### src/rtl/usb_fx3_pkg.sv
// Shared definitions for the FX3 slave-FIFO read path into the cache RAM.
// Holds the state codes exported on usb_rd_state, the socket constant and parameter defaults.
package usb_fx3_pkg;

    typedef enum logic [3:0] {
        ST_IDLE      = 4'd0,
        ST_WAIT_FLAG = 4'd1,
        ST_SELECT    = 4'd2,
        ST_OE_ON     = 4'd3,
        ST_PAUSE     = 4'd4,
        ST_STREAM    = 4'd6,
        ST_DRAIN     = 4'd7,
        ST_DONE      = 4'd8
    } rd_state_e;

    localparam logic [1:0] FX3_RD_SOCKET  = 2'b11;
    localparam int         ADDR_W_DEF     = 8;
    localparam int         BURST_LEN_DEF  = 256;
    localparam int         RD_LATENCY_DEF = 2;

endpackage

### src/rtl/usb_cache_fill_ctrl_if.sv
// FX3 slave-FIFO read strobes plus the cache RAM write port, as seen by the fill controller.
interface usb_cache_fill_ctrl_if #(
    parameter int ADDR_W = 8
);
    logic              usb_flaga;
    logic              usb_slcs_n;
    logic              usb_sloe_n;
    logic              usb_slrd_n;
    logic [1:0]        usb_fifoaddr;
    logic              cache_wren;
    logic [ADDR_W-1:0] cache_wraddress;

    modport master (
        input  usb_flaga,
        output usb_slcs_n, usb_sloe_n, usb_slrd_n, usb_fifoaddr,
        output cache_wren, cache_wraddress
    );

    modport slave (
        output usb_flaga,
        input  usb_slcs_n, usb_sloe_n, usb_slrd_n, usb_fifoaddr,
        input  cache_wren, cache_wraddress
    );
endinterface

### src/rtl/fx3_rd_pipe.sv
// Delays the FX3 read strobe by the bus read latency so the cache write enable lines up with
// valid data; the last stage is the registered cache write enable.
module fx3_rd_pipe #(
    parameter int RD_LATENCY = 2
) (
    input  logic wrclock,
    input  logic rst_n,
    input  logic strobe_i,
    output logic wren_o
);

    logic [RD_LATENCY-1:0] pipe_q;

    always_ff @(posedge wrclock or negedge rst_n) begin
        if (!rst_n) begin
            pipe_q <= '0;
        end else begin
            // Shift form keeps RD_LATENCY=1 legal (no [-1:0] slice).
            pipe_q <= (pipe_q << 1) | RD_LATENCY'(strobe_i);
        end
    end

    assign wren_o = pipe_q[RD_LATENCY-1];

endmodule

### src/rtl/usb_cache_fill_ctrl.sv
// Burst sequencer: one fixed-length FX3 read burst per grant, pausing on FLAGA drop and
// writing every strobed word to consecutive cache addresses.
module usb_cache_fill_ctrl
    import usb_fx3_pkg::*;
#(
    parameter int         ADDR_W       = ADDR_W_DEF,
    parameter int         BURST_LEN    = BURST_LEN_DEF,
    parameter int         RD_LATENCY   = RD_LATENCY_DEF,
    parameter logic [1:0] RD_FIFO_ADDR = FX3_RD_SOCKET
) (
    input  logic                  wrclock,
    input  logic                  rst_n,
    input  logic                  enable,
    input  logic                  cache_free,
    usb_cache_fill_ctrl_if.master bus,
    output logic [3:0]            usb_rd_state,
    output logic                  burst_done,
    output logic [15:0]           burst_cnt
);

    localparam logic [ADDR_W:0] LAST_STROBE = (ADDR_W+1)'(BURST_LEN - 1);
    localparam logic [2:0]      DRAIN_LAST  = 3'(RD_LATENCY - 1);

    rd_state_e         state_q;
    logic              slcs_n_q, sloe_n_q, slrd_n_q;
    logic [1:0]        fifoaddr_q;
    logic              flag_seen_q;
    logic [ADDR_W:0]   rd_cnt_q;
    logic [2:0]        drain_cnt_q;
    logic              burst_done_q;
    logic [15:0]       burst_cnt_q;
    logic [ADDR_W-1:0] wraddr_q;
    logic              wren_w;

    fx3_rd_pipe #(.RD_LATENCY(RD_LATENCY)) u_rd_pipe (
        .wrclock  (wrclock),
        .rst_n    (rst_n),
        .strobe_i (~slrd_n_q),
        .wren_o   (wren_w)
    );

    // NOTE: all state uses non-blocking assignments so every register samples pre-edge values.
    always_ff @(posedge wrclock or negedge rst_n) begin
        if (!rst_n) begin
            state_q      <= ST_IDLE;
            slcs_n_q     <= 1'b1;
            sloe_n_q     <= 1'b1;
            slrd_n_q     <= 1'b1;
            fifoaddr_q   <= RD_FIFO_ADDR;
            flag_seen_q  <= 1'b0;
            rd_cnt_q     <= '0;
            drain_cnt_q  <= '0;
            burst_done_q <= 1'b0;
            burst_cnt_q  <= '0;
        end else begin
            fifoaddr_q   <= RD_FIFO_ADDR;
            burst_done_q <= 1'b0;
            case (state_q)
                ST_IDLE: begin
                    slcs_n_q    <= 1'b1;
                    sloe_n_q    <= 1'b1;
                    slrd_n_q    <= 1'b1;
                    flag_seen_q <= 1'b0;
                    if (enable && cache_free) state_q <= ST_WAIT_FLAG;
                end
                ST_WAIT_FLAG: begin
                    // FLAGA must be seen on two consecutive edges to filter glitches.
                    flag_seen_q <= bus.usb_flaga;
                    if (bus.usb_flaga && flag_seen_q) begin
                        slcs_n_q <= 1'b0;
                        state_q  <= ST_SELECT;
                    end
                end
                ST_SELECT: begin
                    sloe_n_q <= 1'b0;
                    state_q  <= ST_OE_ON;
                end
                ST_OE_ON: begin
                    slrd_n_q <= 1'b0;
                    state_q  <= ST_STREAM;
                end
                ST_STREAM: begin
                    // The strobe issued this cycle always counts; the final strobe beats a FLAGA drop.
                    rd_cnt_q <= rd_cnt_q + (ADDR_W+1)'(1);
                    if (rd_cnt_q == LAST_STROBE) begin
                        slrd_n_q    <= 1'b1;
                        drain_cnt_q <= '0;
                        state_q     <= ST_DRAIN;
                    end else if (!bus.usb_flaga) begin
                        slrd_n_q <= 1'b1;
                        state_q  <= ST_PAUSE;
                    end
                end
                ST_PAUSE: begin
                    if (bus.usb_flaga) begin
                        slrd_n_q <= 1'b0;
                        state_q  <= ST_STREAM;
                    end
                end
                ST_DRAIN: begin
                    if (drain_cnt_q == DRAIN_LAST) begin
                        slcs_n_q     <= 1'b1;
                        sloe_n_q     <= 1'b1;
                        burst_done_q <= 1'b1;
                        burst_cnt_q  <= burst_cnt_q + 16'd1;
                        rd_cnt_q     <= '0;
                        state_q      <= ST_DONE;
                    end else begin
                        drain_cnt_q <= drain_cnt_q + 3'd1;
                    end
                end
                ST_DONE: begin
                    state_q <= ST_IDLE;
                end
                default: begin
                    slcs_n_q <= 1'b1;
                    sloe_n_q <= 1'b1;
                    slrd_n_q <= 1'b1;
                    state_q  <= ST_IDLE;
                end
            endcase
        end
    end

    // Write address free-runs across bursts; only reset returns it to zero.
    always_ff @(posedge wrclock or negedge rst_n) begin
        if (!rst_n) begin
            wraddr_q <= '0;
        end else begin
            wraddr_q <= wraddr_q + ADDR_W'(wren_w);
        end
    end

    assign bus.usb_slcs_n      = slcs_n_q;
    assign bus.usb_sloe_n      = sloe_n_q;
    assign bus.usb_slrd_n      = slrd_n_q;
    assign bus.usb_fifoaddr    = fifoaddr_q;
    assign bus.cache_wren      = wren_w;
    assign bus.cache_wraddress = wraddr_q;
    assign usb_rd_state        = state_q;
    assign burst_done          = burst_done_q;
    assign burst_cnt           = burst_cnt_q;

endmodule
### src/flat_wrapper.sv
// flat-port wrapper written by rule: the top's interface ports become plain ports
module usb_cache_fill_ctrl_flat import usb_fx3_pkg::*;
#(
    parameter int         ADDR_W       = ADDR_W_DEF,
    parameter int         BURST_LEN    = BURST_LEN_DEF,
    parameter int         RD_LATENCY   = RD_LATENCY_DEF,
    parameter logic [1:0] RD_FIFO_ADDR = FX3_RD_SOCKET
)
  (wrclock, rst_n, enable, cache_free, usb_rd_state, burst_done, burst_cnt, bus_usb_flaga, bus_usb_slcs_n, bus_usb_sloe_n, bus_usb_slrd_n, bus_usb_fifoaddr, bus_cache_wren, bus_cache_wraddress);
  usb_cache_fill_ctrl_if #(.ADDR_W(ADDR_W)) bus_i ();
  input  logic wrclock;
  input  logic rst_n;
  input  logic enable;
  input  logic cache_free;
  output logic [3:0] usb_rd_state;
  output logic burst_done;
  output logic [15:0] burst_cnt;
  input wire logic [$bits(bus_i.usb_flaga)-1:0] bus_usb_flaga;
  output wire logic [$bits(bus_i.usb_slcs_n)-1:0] bus_usb_slcs_n;
  output wire logic [$bits(bus_i.usb_sloe_n)-1:0] bus_usb_sloe_n;
  output wire logic [$bits(bus_i.usb_slrd_n)-1:0] bus_usb_slrd_n;
  output wire logic [$bits(bus_i.usb_fifoaddr)-1:0] bus_usb_fifoaddr;
  output wire logic [$bits(bus_i.cache_wren)-1:0] bus_cache_wren;
  output wire logic [$bits(bus_i.cache_wraddress)-1:0] bus_cache_wraddress;
  assign bus_i.usb_flaga = bus_usb_flaga;
  assign bus_usb_slcs_n = bus_i.usb_slcs_n;
  assign bus_usb_sloe_n = bus_i.usb_sloe_n;
  assign bus_usb_slrd_n = bus_i.usb_slrd_n;
  assign bus_usb_fifoaddr = bus_i.usb_fifoaddr;
  assign bus_cache_wren = bus_i.cache_wren;
  assign bus_cache_wraddress = bus_i.cache_wraddress;
  usb_cache_fill_ctrl #(.ADDR_W(ADDR_W), .BURST_LEN(BURST_LEN), .RD_LATENCY(RD_LATENCY), .RD_FIFO_ADDR(RD_FIFO_ADDR)) u_core (.wrclock(wrclock), .rst_n(rst_n), .enable(enable), .cache_free(cache_free), .bus(bus_i), .usb_rd_state(usb_rd_state), .burst_done(burst_done), .burst_cnt(burst_cnt));
endmodule
### config.mk
export PLATFORM = sky130hd
export DESIGN_NAME = usb_cache_fill_ctrl_flat
export DESIGN_NICKNAME = d
export VERILOG_FILES = /design/src/rtl/usb_fx3_pkg.sv /design/src/rtl/usb_cache_fill_ctrl_if.sv /design/src/rtl/fx3_rd_pipe.sv /design/src/rtl/usb_cache_fill_ctrl.sv /design/src/flat_wrapper.sv
export SDC_FILE = /design/constraint.sdc
export NUM_CORES = 1
export LEC_CHECK = 0
export CORE_AREA = 2 2 71 73
export CTS_CLUSTER_DIAMETER = 120
export CTS_CLUSTER_SIZE = 10
export DETAILED_ROUTE_END_ITERATION = 8
export DIE_AREA = 0 0 73 75
export PLACE_DENSITY_LB_ADDON = 0.05
export SETUP_SLACK_MARGIN = 0.05
export SLEW_MARGIN = 20
export SYNTH_ARGS = -nofsm -noshare
export SYNTH_HDL_FRONTEND = slang
export SYNTH_SLANG_ARGS = --single-unit
### constraint.sdc
create_clock -name wrclock -period 2.05 [get_ports wrclock]
set_input_delay 0.41 -clock wrclock [delete_from_list [all_inputs] [get_ports wrclock]]
set_output_delay 0.41 -clock wrclock [all_outputs]
set_load 0.01 [all_outputs]
==> results.txt <==
Outcome = finished clean
PortBufs = 37
Final min period = 1910 ps
Die Ht = 75 um
Yosys top cell by area = dfrtp_1
Antenna viol nets, final = 0
TritonCTS clock tree = done
Clk_lat worst skew = 300 ps
Post-synth cell types = 46
Async SR Flop Fraction = 100%
Post-synth top area share = 47.1%
Critical path arrival = 1500 ps
Setup-failing EPs final = 0
Longest Clk Path Bufs = 2
CP max-delay cell = clkdlybuf4s50_1
Met2 routed WL = 2050 um
Layout fillers = 400
Main flop type after synthesis = dfrtp_1
Area delta synth->final = 23.8%
Via-per-instance ratio = 5.54
Sum Neg Setup Slack = 0 ps
Gpl congestion = 0.796
Wirelength per Cell = 14.4 um
Crit path capture type = primary output
Synth Instances = 216
CP cell instances = buf_4 -> clkdlybuf4s50_1
Critical path's largest stage delay = 550 ps
# H-tree levels = 2
IO Pins = 40
Max Fanout on Critical Path = 12
M1 WL = 2260 um
Met3 wire len = 184 um
GRT Resource Usage Total = 18.4%
Number of diodes = 0
Worst Path Required = 1640 ps
Fmax = 0.522 GHz
Largest net degree at the start of global routing = 27
Hpwl dp = 3310 um
PnR worst setup slack = 135 ps
Flops & latches, synth = 47
Post CTS Setup Buffer Count = 0
Layout cells sized above 1 = 11.9%
Vias in the first global route = 1621
Max-Cap Viols = 0
Initial antenna violation count = 0
Overflow after GRT = 0
CORE AREA = 0.00466 mm^2
Drt first pass iters = 4
Clk_skew = 7.71 ps
Hold_buf cts = 0
LEAKAGE = 1.27 nW
CTS Sinks = 47
Maximum vdd drop = 0.686 mV
Post-Place Worst Slack = 194 ps
WP buf/inv = 2
Rows = 25
Reg clk slew, reported paths = 90 ps
Clk root buf = clkbuf_8
DRC = 0
Unrepaired setup endpoints after global routing = false
Critical path class = reg2out
Post-synth EDFFs = 0
Die width = 73 um
Pwr Density = 1150 mW/mm^2
First-pass GRT wire length = 7690 um
Fin crit share = 93.4%
Final Hold Viols = 0
Synth top area cells = dfrtp_1, xnor2_1, ha_1, dfstp_2, nand2_1
DIE AREA = 0.00548 mm^2
Iteration-0 DRC Markers = 116
Total wire length = 4530 um
Synth Warn # = 0
Critical path's top delay family = buffers and inverters
Via Count = 1741
# resized after CTS = 0
Uppermost routed layer = met4
Nets = 271
Initial core utilization = 50.1%
Slew Viols, Final = 0
Post-Syn Area = 0.00234 mm^2
Startpoint type of the worst setup path = register
Hold Path Class = in2async
Register area share after synthesis = 50.5%
CTS Buf Count = 5
Avg Cell Area, Syn = 10.8 um^2
-- worst reg2reg max path, cell delays in order, from the launching register on --
cell and delay [ps]:
dfrtp_1 410, inv_1 80, ha_1 220, nand2b_1 170, a21o_4 290, or4_1 480, a21oi_1 160
-- synthesized netlist by cell type (2+ instances only) --
library cell / number
inv_1: 9
buf_4: 3
buf_1: 2
nand3_1: 8
a21oi_1: 6
nand2b_1: 5
mux2_2: 2
dfstp_2: 3
ha_1: 7
or4_1: 3
nand4_1: 8
and4_1: 2
nor4_2: 2
a2111oi_0: 2
and3_1: 5
clkbuf_1: 3
a211oi_1: 4
nand3b_4: 2
a22o_1: 4
nor2_1: 14
a31oi_1: 2
xnor2_1: 20
dfrtp_1: 44
a311oi_1: 2
o21ai_0: 4
o31ai_1: 7
a21boi_0: 2
buf_2: 2
o21a_1: 2
xor2_1: 5
nand2_1: 15
o22ai_1: 3
-- registers in the layout (all words and copies together), names as in the netlist --
register                    cells
u_core.rd_cnt_q                 9
u_core.bus.cache_wraddress      8
u_core.burst_done               1
u_core.drain_cnt_q              3
u_core.usb_rd_state             4
u_core.bus.usb_sloe_n           1
u_core.bus.usb_slrd_n           1
u_core.burst_cnt               16
u_core.bus.usb_slcs_n           1
u_core.flag_seen_q              1
u_core.u_rd_pipe.pipe_q         2
-- power breakdown --
group / internal [mW] / switching [mW]
Combinational: 0.616 / 0.589
Clock: 0.364 / 0.329
Sequential: 1.17 / 0.260
-- layer usage --
metal / global-route usage, % / vias to the layer above
li1: - / 852
met1: 26.0 / 848
met2: 27.6 / 39
met3: 4.55 / 2
met4: 6.58 / 0
met5: 0 / -
-- placed cells by master, fill, tap and decap left out, drive strengths merged, types with 2 or more instances in the layout --
cell	Yosys	final
inv	9	9
ha	7	7
a31oi	2	2
nand2	15	15
dfrtp	44	44
nor2	14	14
xor2	5	5
a22o	4	4
nand2b	5	5
a2111oi	2	2
o21a	2	2
and4	2	2
nand4	8	8
a311oi	2	2
xnor2	20	20
a21oi	6	6
a211oi	4	4
nand3	8	8
o21ai	4	4
o22ai	3	3
conb	1	2
mux2	2	2
nand3b	3	3
clkbuf	3	5
or4	3	3
o31ai	7	7
and3	5	5
a21boi	2	2
clkinv	0	2
clkdlybuf4s50	0	36
and2	2	2
dfstp	3	3
nor4	3	3
buf	8	10
-- worst paths after layout --
check / start / to / slack, ps / cells after the start
worst max-delay path: u_core.usb_rd_state[1] / usb_rd_state[1] / 140 / 2
worst min-delay path: rst_n / u_core.rd_cnt_q[2] / 5 / 1
worst max register to register: u_core.drain_cnt_q[1] / u_core.rd_cnt_q[5] / 190 / 6
worst min register to register: u_core.u_rd_pipe.pipe_q[0] / u_core.u_rd_pipe.pipe_q[1] / 370 / 0
max in group asynchronous: rst_n / u_core.bus.usb_sloe_n / 1440 / 2
min in group wrclock: u_core.u_rd_pipe.pipe_q[0] / u_core.u_rd_pipe.pipe_q[1] / 370 / 0
-- stage by stage --
stage | utilization [%] | hold slack, ps | total power, mW | instance area [um^2] | std cells
2_1_floorplan | - | 114 | 2.18 | 2340 | 217
3_3_place_gp | 59.6 | 335 | 2.62 | 2780 | 306
3_5_place_dp | 59.6 | 341 | 2.66 | 2780 | 306
4_1_cts | 62.0 | 8.13 | 3.35 | 2890 | 314
5_1_grt | 62.1 | 20.0 | 3.56 | 2890 | 314
6_report | 62.1 | 5.14 | 3.33 | 2890 | 314
-- cell families (layout without fill, tap and decap cells) --
logic type	count (synthesis)	count (layout)	share of synthesized area [%]
simple gates	71	71	17.7
fa+ha+maj	7	7	3.75
xor+xnor	25	25	9.37
other cells	1	2	0.161
buf+inv	20	63	4.12
flops	47	47	50.5
mux	3	3	1.39
compound gates	42	42	13.0
-- layout make-up --
class	count	area [um^2]	share of cell area (%)
clock buffers	5	68.8	2.38
clock inverters	3	43.8	1.51
inverters	9	33.8	1.17
multi-input cells	150	1060	36.8
flip-flops and latches	47	1180	40.8
well taps	54	67.6	2.34
repair buffers	46	433	15.0
No activity file was read; power rests on OpenSTA's default activity.
